<file path="src/rtl/mmio_bridge.sv">
// MMIO bridge: base/mask decode of CPU requests onto N_SLV valid/ready slave channels.
// Optional slave timeout: define MMIO_BRIDGE_TIMEOUT_EN.
module mmio_bridge #(
  parameter int unsigned               ADDR_W   = 32,
  parameter int unsigned               DATA_W   = 64,
  parameter int unsigned               N_SLV    = 4,
  parameter logic [N_SLV*ADDR_W-1:0]   SLV_BASE = '0,
  parameter logic [N_SLV*ADDR_W-1:0]   SLV_MASK = '0,
  parameter int unsigned               TIMEOUT  = 255
) (
  input  logic                      clk,
  input  logic                      rst,
  input  logic                      req_valid,
  output logic                      req_ready,
  input  logic [ADDR_W-1:0]         req_addr,
  input  logic                      req_wen,
  input  logic [DATA_W-1:0]         req_wdata,
  input  logic [DATA_W/8-1:0]       req_wstrb,
  output logic                      rsp_valid,
  input  logic                      rsp_ready,
  output logic [DATA_W-1:0]         rsp_rdata,
  output logic                      rsp_err,
  output logic [N_SLV-1:0]          s_valid,
  input  logic [N_SLV-1:0]          s_ready,
  output logic [ADDR_W-1:0]         s_addr,
  output logic                      s_wen,
  output logic [DATA_W-1:0]         s_wdata,
  output logic [DATA_W/8-1:0]       s_wstrb,
  input  logic [N_SLV-1:0]          s_rvalid,
  input  logic [N_SLV*DATA_W-1:0]   s_rdata
);

  localparam int unsigned STRB_W = DATA_W / 8;
  localparam int unsigned SEL_W  = (N_SLV > 1) ? $clog2(N_SLV) : 1;

  localparam logic [1:0] IDLE = 2'd0;
  localparam logic [1:0] REQ  = 2'd1;
  localparam logic [1:0] WAIT = 2'd2;
  localparam logic [1:0] RESP = 2'd3;

  logic [1:0]        state_q, state_d;
  logic [SEL_W-1:0]  sel_q, sel_d;
  logic              dec_hit;
  logic [SEL_W-1:0]  dec_sel;
  logic              sel_ready, sel_rvalid;
  logic [DATA_W-1:0] sel_rdata;

  logic              req_ready_d, rsp_valid_d, rsp_err_d, s_wen_d;
  logic [DATA_W-1:0] rsp_rdata_d, s_wdata_d;
  logic [N_SLV-1:0]  s_valid_d;
  logic [ADDR_W-1:0] s_addr_d;
  logic [STRB_W-1:0] s_wstrb_d;

`ifdef MMIO_BRIDGE_TIMEOUT_EN
  localparam int unsigned CNT_W = 8;
  logic [CNT_W-1:0] cnt_q, cnt_d;
`else
  logic unused_timeout;
  assign unused_timeout = ^TIMEOUT;
`endif

  // Address decode; the lowest matching channel wins.
  always_comb begin
    dec_hit = 1'b0;
    dec_sel = '0;
    for (int unsigned i = 0; i < N_SLV; i++) begin
      if (!dec_hit &&
          ((req_addr & SLV_MASK[i*ADDR_W +: ADDR_W]) == SLV_BASE[i*ADDR_W +: ADDR_W])) begin
        dec_hit = 1'b1;
        dec_sel = SEL_W'(i);
      end
    end
  end

  assign sel_ready  = s_ready[sel_q];
  assign sel_rvalid = s_rvalid[sel_q];
  assign sel_rdata  = s_rdata[sel_q*DATA_W +: DATA_W];

  // Next-state and next-output logic.
  always_comb begin
    state_d     = state_q;
    sel_d       = sel_q;
    rsp_valid_d = rsp_valid;
    rsp_rdata_d = rsp_rdata;
    rsp_err_d   = rsp_err;
    s_addr_d    = s_addr;
    s_wen_d     = s_wen;
    s_wdata_d   = s_wdata;
    s_wstrb_d   = s_wstrb;
`ifdef MMIO_BRIDGE_TIMEOUT_EN
    cnt_d       = cnt_q;
`endif
    case (state_q)
      IDLE: begin
        if (req_valid && req_ready) begin
          s_addr_d  = req_addr;
          s_wen_d   = req_wen;
          s_wdata_d = req_wdata;
          s_wstrb_d = req_wstrb;
          sel_d     = dec_sel;
`ifdef MMIO_BRIDGE_TIMEOUT_EN
          cnt_d     = '0;
`endif
          if (dec_hit) begin
            state_d = REQ;
          end else begin
            state_d     = RESP;
            rsp_valid_d = 1'b1;
            rsp_rdata_d = '0;
            rsp_err_d   = 1'b1;
          end
        end
      end
      REQ, WAIT: begin
        if ((state_q == REQ) ? (sel_ready && sel_rvalid) : sel_rvalid) begin
          state_d     = RESP;
          rsp_valid_d = 1'b1;
          rsp_rdata_d = s_wen ? '0 : sel_rdata;
          rsp_err_d   = 1'b0;
        end else if ((state_q == REQ) && sel_ready) begin
          state_d = WAIT;
        end
`ifdef MMIO_BRIDGE_TIMEOUT_EN
        // A response arriving in the expiry cycle still wins over the timeout.
        cnt_d = cnt_q + CNT_W'(1);
        if ((state_d != RESP) && (cnt_d == CNT_W'(TIMEOUT))) begin
          state_d     = RESP;
          rsp_valid_d = 1'b1;
          rsp_rdata_d = '0;
          rsp_err_d   = 1'b1;
        end
`endif
      end
      default: begin
        if (rsp_ready) begin
          state_d     = IDLE;
          rsp_valid_d = 1'b0;
        end
      end
    endcase

    req_ready_d = (state_d == IDLE);
    s_valid_d   = '0;
    if (state_d == REQ) s_valid_d = N_SLV'(1) << sel_d;
  end

  // State and output registers.
  always_ff @(posedge clk) begin
    if (rst) begin
      state_q   <= IDLE;
      sel_q     <= '0;
      req_ready <= 1'b0;
      rsp_valid <= 1'b0;
      rsp_rdata <= '0;
      rsp_err   <= 1'b0;
      s_valid   <= '0;
      s_addr    <= '0;
      s_wen     <= 1'b0;
      s_wdata   <= '0;
      s_wstrb   <= '0;
`ifdef MMIO_BRIDGE_TIMEOUT_EN
      cnt_q     <= '0;
`endif
    end else begin
      state_q   <= state_d;
      sel_q     <= sel_d;
      req_ready <= req_ready_d;
      rsp_valid <= rsp_valid_d;
      rsp_rdata <= rsp_rdata_d;
      rsp_err   <= rsp_err_d;
      s_valid   <= s_valid_d;
      s_addr    <= s_addr_d;
      s_wen     <= s_wen_d;
      s_wdata   <= s_wdata_d;
      s_wstrb   <= s_wstrb_d;
`ifdef MMIO_BRIDGE_TIMEOUT_EN
      cnt_q     <= cnt_d;
`endif
    end
  end

endmodule

</file>
<file path="config.mk">
export PLATFORM = sky130hd
export DESIGN_NAME = mmio_bridge
export DESIGN_NICKNAME = d
export VERILOG_FILES = /design/src/rtl/mmio_bridge.sv
export SDC_FILE = /design/constraint.sdc
export NUM_CORES = 1
export LEC_CHECK = 0
export CAP_MARGIN = 20
export CORE_AREA = 2 2 215 217
export CTS_CLUSTER_DIAMETER = 100
export DETAILED_ROUTE_END_ITERATION = 6
export DIE_AREA = 0 0 217 219
export PLACE_DENSITY_LB_ADDON = 0.2
export RECOVER_POWER = 100
export SETUP_SLACK_MARGIN = 0.2
export SKIP_LAST_GASP = 1
export SYNTH_ARGS = -nofsm -noshare
export SYNTH_HDL_FRONTEND = slang
export SYNTH_SLANG_ARGS = --single-unit
</file>
<file path="constraint.sdc">
create_clock -name clk -period 2.9 [get_ports clk]
set_input_delay 0.29 -clock clk [delete_from_list [all_inputs] [get_ports clk]]
set_output_delay 0.29 -clock clk [all_outputs]
set_load 0.01 [all_outputs]
</file>
==> results of run 1 <==
power groups by stage:
stage,clock (mW),combinational (mW),sequential (mW)
2_1_floorplan,0,1.19,3.31
3_3_place_gp,0,3.20,3.13
3_5_place_dp,0,3.20,3.14
4_1_cts,2.44,3.21,3.09
5_1_grt,2.52,3.27,3.12
6_report,2.32,3.00,3.07
through the flow:
step           hold slack [ns]  cells
6_report                0.1801   2001
5_1_grt                 0.1681   2001
4_1_cts                 0.1535   1998
3_5_place_dp            0.4438   1966
3_3_place_gp            0.4361   1966
2_1_floorplan           0.4260    893
sequential cells by signal, summed over array words and instances, names as in the netlist:
signal     flops
sel_q          2
rsp_valid      1
s_wen          1
s_wstrb        8
req_ready      1
s_addr        32
rsp_rdata     64
state_q        2
s_wdata       64
s_valid        4
worst max-delay path, stage by stage, from the launching register on:
cell and delay [ns]:
dfxtp_4 0.48, mux2i_1 0.68, a221oi_4 0.15, clkbuf_4 0.53
nand4_1 0.27, o21ai_0 0.10
per-layer routing:
metal	global-route usage, %	wire length [um]
met2	27.09	19240
met3	5.350	3067
met4	6.027	697
met5	0	55
met1	17.14	14490
placed cells by master (no fill, tap or decap), types with 2 or more instances in the layout:
cell type and count:
clkdlybuf4s50_1 371, nand2_1 278, dfxtp_1 177, dlygate4sd3_1 175
a21oi_1 106, mux4_2 65, o21ai_0 65, nand4_1 64
clkbuf_16 17, buf_4 6, buf_12 6, inv_1 4
mux2i_1 4, nand2b_1 4, nor4_1 4, inv_6 4
inv_8 4, diode_2 3, ha_1 3, clkinv_4 3
and2_1 2, a21o_1 2, a21boi_0 2, o311ai_0 2
and3_1 2, clkinvlp_4 2, clkbuf_4 2, dfxtp_4 2
path summary, 6_finish.rpt:
| kind | from | end | slack, ns | cells past startpoint |
|---|---|---|---|---|
| setup / recovery | sel_q[0] | rsp_rdata[60] | 0.46 | 5 |
| hold / removal | rst | s_wdata[23] | 0.18 | 2 |
| setup reg to reg | sel_q[0] | rsp_rdata[60] | 0.46 | 5 |
| hold reg to reg | s_wdata[44] | s_wdata[44] | 0.45 | 2 |
cell families (layout without fill, tap and decap cells):
family                     count (synthesis)  count (layout)  synth area share [%]
adders and majority gates                  3               3                0.4642
other                                      1               4               0.04637
buffers and inverters                     92             597                 4.920
muxes                                     70              70                 18.72
and+or+nand+nor                          362             362                 19.34
AOI/OAI and AO/OA                        186             186                 12.21
DFF                                      179             179                 44.31
cells in the mapped netlist, drive strengths merged:
cell type | number | share of area, %
nand2 | 278 | 13
dfxtp | 179 | 44
a21oi | 106 | 6.6
o21ai | 66 | 4.1
mux4 | 65 | 18
nand4 | 64 | 5.0
clkbuf | 49 | 2.3
buf | 38 | 2.4
mux2i | 5 | 0.62
inv | 4 | 0.19
nand2b | 4 | 0.31
nor4 | 4 | 0.31
and2 | 3 | 0.23
and3 | 3 | 0.23
ha | 3 | 0.46
a21boi | 2 | 0.19
a21o | 2 | 0.19
nor2 | 2 | 0.093
o311ai | 2 | 0.22
a211oi | 1 | 0.093
a221oi | 1 | 0.19
a22o | 1 | 0.11
a311o | 1 | 0.12
and3b | 1 | 0.11
clkinv | 1 | 0.046
conb | 1 | 0.046
nand3 | 1 | 0.062
nor2b | 1 | 0.077
nor3 | 1 | 0.062
o211ai | 1 | 0.093
o21ba | 1 | 0.12
o221ai | 1 | 0.11
o31ai | 1 | 0.093
layout make-up:
class | instances | area [um2] | area share (%)
clock buffers | 17 | 425.4 | 2.890
multi-input cells | 622 | 4140 | 28.12
flip-flops and latches | 179 | 3591 | 24.39
clock inverters | 15 | 142.6 | 0.9689
well taps | 600 | 750.7 | 5.099
inverters | 5 | 18.77 | 0.1275
repair buffers | 560 | 5645 | 38.35
diodes | 3 | 7.507 | 0.05099
==> metrics.md, run 1 <==
| Metric | Value |
|---|---|
| Status | finished, final reports clean |
| Number of global-route vias before repair | about 8.8k |
| CP Capture Type | flop |
| Post-route worst setup slack | 0.4602 ns |
| Final global-route overflow total | 0 |
| Placed Area | 0.01416 mm2 |
| Hold Crit Class | input pin to flop |
| Drt pass-1 iters | 5 |
| Required @ worst endpoint | 3.22 ns |
| Final core occ | 32.65% |
| Netlist Area Pre-Place | 0.008088 mm2 |
| Power Internal | roughly 5.4 mW |
| Avg Cell Area, Syn | 9.057 um2 |
| Die Area | 0.04752 mm2 |
| IO buf count | 547 |
| Critical Path Start Type | flop |
| Cells after Synth | 893 |
| Total GRT Usage | 15.45% |
| Setup Buffers After CTS | 0 |
| Max-slew headroom | 38.42% |
| Die width | 217 um |
| Slew Limit Fails | 0 |
| H-Tree Depth | 4 |
| Clk buf depth | 2 |
| Critical path data arrival time | around 2.8 ns |
| CTS tree | done |
| Clock Skew | 0.01435 ns |
| CTS root buf | clkbuf_16 |
| Starting density of the core | 17.94% |
| Chip Height | 219 um |
| Placement Setup Slack | 0.4158 ns |
| Post-CTS Hold Fix Bufs | 0 |
| Max VDD drop | 0.0003478 V |
| Worst Path Max Fanout | 65 |
| Antenna violations before repair | 7 |
| Share of layout cells above drive strength 1 | 8.655% |
| DRC Markers | 0 |
| Vias/cell | 4.319 |
| Largest net degree at the start of global routing | roughly 110 |
| Vias | 8642 |
| Comb power frac | a little over a third |
| Gp weighted congestion | 0.7552 |
| Area delta synth->final | 82.02% |
| PwrDens | roughly 570 mW/mm2 |
| Synth Register Bits | 179 |
| Detailed Place HPWL | ~28 mm |
| Clock Pin Slew Worst Setup and Hold Paths | 0.08 ns |
| Final instance area | 0.01472 mm2 |
| Total power | 8.385 mW |
| Leak pwr | 5.393 nW |
| First-pass GRT wire length | 54.79 mm |
| Clock share of power | 27.7% |
| Worst Max-Slew Pin Slew | 0.9237 ns |
| Final Hold Vio Count | 0 |
| CTS sink cnt | roughly 180 |
| Warnings, synthesis | 0 |
| Io pins | between 500 and 600 |
| WS Path Type | flop to flop |
| Sw Pwr | a little under 3 mW |
| Final period utilization | 84.13% |
| Final setup viols | 0 |
| Core area | 0.04509 mm2 |
| DR iter-0 viols | 425 |
| WL/cell | 18.77 um |
| Post-Syn Nets | 1269 |
| Final nets | 1761 |
| ANT nets after route | 0 |
| # fillers | 4689 |
| Final Critical Period | between 2 and 2.5 ns |
| Reg power frac | 36.6% |
| RSZ-0062 raised after global routing | no |
| Total CTS buffers | 17 |
| Setup TNS | 0 ns |
| # Max-Cap Violations | 0 |
| DRT Wirelength | 37.55 mm |
| Net Sw Frac | 35.52% |
| PostCTS Resize Cnt | 0 |
| Achievable Freq | 409.9 MHz |
| Synth unique cells | 38 |
| Row cnt | 78 |
| Sequential share of the synthesized area | 44.31% |
| Worst skew pair latency | 0.47 ns |
Power figures use the tool's default switching activity.
==> run 2, diff against run 1 <==
--- a/config.mk
+++ b/config.mk
@@ -6,10 +6,10 @@
 export NUM_CORES = 1
 export LEC_CHECK = 0
 export CAP_MARGIN = 20
-export CORE_AREA = 2 2 215 217
+export CORE_AREA = 2 2 211 213
 export CTS_CLUSTER_DIAMETER = 100
 export DETAILED_ROUTE_END_ITERATION = 6
-export DIE_AREA = 0 0 217 219
+export DIE_AREA = 0 0 213 215
 export PLACE_DENSITY_LB_ADDON = 0.2
 export RECOVER_POWER = 100
 export SETUP_SLACK_MARGIN = 0.2
==> constraint.sdc (replaced) <==
create_clock -name clk -period 2.3 [get_ports clk]
set_input_delay 0.23 -clock clk [delete_from_list [all_inputs] [get_ports clk]]
set_output_delay 0.23 -clock clk [all_outputs]
set_load 0.01 [all_outputs]
==> metrics.md, run 2 (synthesized netlist as in run 1, its figures left out) <==
| Metric | Value |
|---|---|
| Worst skew pair latency | 0.46 ns (about the same) |
| CP Capture Type | flop |
| Total CTS buffers | 17 (unchanged) |
| DR iter-0 viols | 384 (-9.6%) |
| Multi-input logic area | 0.004156 mm2 (+0.39%) |
| Leak pwr | 5.508 nW (+2.1%) |
| Io pins | 549 (unchanged) |
| Row cnt | 77 (-1.3%) |
| CTS root buf | clkbuf_16 |
| Status | finished, final reports clean |
| M1 GR Usage | 17.81% (+0.66 points) |
| Final Critical Period | 2.038 ns (-0.4015 ns) |
| Share of layout cells above drive strength 1 | 9.703% (+1.0 points) |
| Clock share of power | 28.2% (+0.5 points) |
| Number of global-route vias before repair | 8910 (+1.7%) |
| Achievable Freq | 490.6 MHz (+20%) |
| WL/cell | 18.84 um (+0.39%) |
| Hold Crit Class | input pin to flop |
| Final period utilization | 88.62% (+4.5 points) |
| DRC Markers | 0 (unchanged) |
| IO buf count | 547 (unchanged) |
| Comb power frac | 36.6% (+0.9 points) |
| Placed Instances | 1970 (+0.20%) |
| # fillers | 4503 (-4.0%) |
| Final setup viols | 0 (unchanged) |
| Worst Path Max Fanout | 6 (-91%) |
| Largest net degree at the start of global routing | 77 (-29%) |
| Power Internal | 7.236 mW (+34%) |
| Reg power frac | 35.2% (-1.4 points) |
| Die Area | 0.04580 mm2 (-3.6%) |
| Slew Limit Fails | 0 (unchanged) |
| Gp weighted congestion | 0.7836 (+3.8%) |
| Vias | 8648 (+0.069%) |
| # Max-Cap Violations | 0 (unchanged) |
| Clock Skew | 0.01559 ns (+0.001232 ns) |
| Final Hold Vio Count | 0 (unchanged) |
| Met2 usage | 28.62% (+1.5 points) |
| Antenna violations before repair | 8 (+1) |
| Required @ worst endpoint | 2.66 ns (-0.56 ns) |
| DRT Wirelength | 37.81 mm (+0.69%) |
| RSZ-0062 raised after global routing | yes |
| CTS sink cnt | 179 (unchanged) |
| Vias/cell | 4.309 (-0.23%) |
| Final global-route overflow total | 0 (unchanged) |
| Clk buf depth | 2 (unchanged) |
| Max VDD drop | 0.0005059 V (+45%) |
| Final core occ | 34.22% (+1.6 points) |
| Die width | 213 um (-1.8%) |
| First-pass GRT wire length | 55.12 mm (+0.62%) |
| Core area | 0.04364 mm2 (-3.2%) |
| Critical path data arrival time | 2.40 ns (-0.36 ns) |
| CTS tree | done |
| Total GRT Usage | 16.20% (+0.74 points) |
| Busiest grt layer | met2 |
| Top Registers | rsp_rdata (64), s_wdata (64), s_addr (32) |
| WS Path Type | flop to flop |
| PwrDens | 737.6 mW/mm2 (+30%) |
| Most frequent cells in the layout | 371 x clkdlybuf4s50_1, 278 x nand2_1, 177 x dfxtp_1 |
| Sw Pwr | 3.782 mW (+27%) |
| Chip Height | 215 um (-1.8%) |
| Non-Filler Instances | 2007 (+0.30%) |
| Max-slew headroom | 54.94% (+17 points) |
| H-Tree Depth | 4 (unchanged) |
| Area delta synth->final | 84.68% |
| Met3 GRT Util | 5.933% (+0.58 points) |
| Clock Pin Slew Worst Setup and Hold Paths | 0.07 ns (about the same) |
| Critical Path Start Type | flop |
| Worst Max-Slew Pin Slew | 0.6760 ns (-0.2477 ns) |
| Detailed Place HPWL | 29.17 mm (+3.2%) |
| Final nets | 1775 (+0.80%) |
| Flip-flop and latch area | 0.003591 mm2 (unchanged) |
| Commonest non-fill, non-tap cell in the layout | clkdlybuf4s50_1 |
| Setup TNS | 0 ns (unchanged) |
| Net Sw Frac | 34.32% (-1.2 points) |
| Starting density of the core | 18.53% (+0.59 points) |
| Drt pass-1 iters | 4 (-1) |
| ANT nets after route | 0 (unchanged) |
## run 2: cell types whose count changed in the layout (fill, tap and decap cells not counted), sizes merged
| cell | before | now |
|---|---|---|
| buf | 12 | 27 |
| clkinvlp | 2 | 1 |
| bufinv | 0 | 2 |
| clkinv | 5 | 4 |
| inv | 13 | 12 |
## run 2: per-layer routing
metal	share of wire (%)	up-vias
met1	38	4078
met2	51	345
met3	8.7	36
li1	-	4185
met4	1.5	4
met5	0.069	-
## run 2: power by group through the flow
stage	clock network, mW	registers, mW	logic [mW]
6_report	3.11	3.88	4.04
4_1_cts	3.24	3.91	4.14
3_5_place_dp	0	3.98	4.12
5_1_grt	3.37	3.95	4.39
3_3_place_gp	0	3.96	4.11
2_1_floorplan	0	4.18	1.50
## run 2: worst paths after layout
kind	from	slack (ns)	cells past startpoint	endpoint
setup / recovery	state_q[0]	0.26	6	s_valid[1]
hold / removal	rst	0.31	4	rsp_rdata[25]
setup reg to reg	state_q[0]	0.26	6	s_valid[1]
hold reg to reg	s_wdata[58]	0.45	2	s_wdata[58]
## run 2: timing repair
action,4_1_cts,5_1_grt
hold buffers,0,0
buffers inserted,0,1
resized for setup,0,6
endpoints found under the setup margin,0,64
## run 2: cell type report
class / count / share of cell area [%]
multi-input cells: 622 / 27.83
repair buffers: 574 / 38.92
clock inverters: 14 / 1.139
clock buffers: 18 / 2.940
flip-flops and latches: 179 / 24.04
well taps: 592 / 4.959
inverters: 5 / 0.1256
diodes: 3 / 0.05026
## run 2: metrics by stage
stage          setup slack, ns  power [mW]  hold WS, ns  instance area [um2]
2_1_floorplan           0.5449       5.675       0.3660                 8088
3_3_place_gp            0.2614       8.074       0.4352                14280
3_5_place_dp            0.2284       8.098       0.4444                14280
4_1_cts                 0.2532       11.29       0.2751                14890
5_1_grt                 0.1194       11.71       0.2882                14940
6_report                0.2617       11.02       0.3132                14940
## run 2: critical path, stage by stage (launching register included)
cell     delay, ns
dfxtp_1       0.37
inv_1         0.10
ha_1          0.16
buf_4         0.14
nand3_1       0.32
a311o_1       0.57
nor4_1        0.29
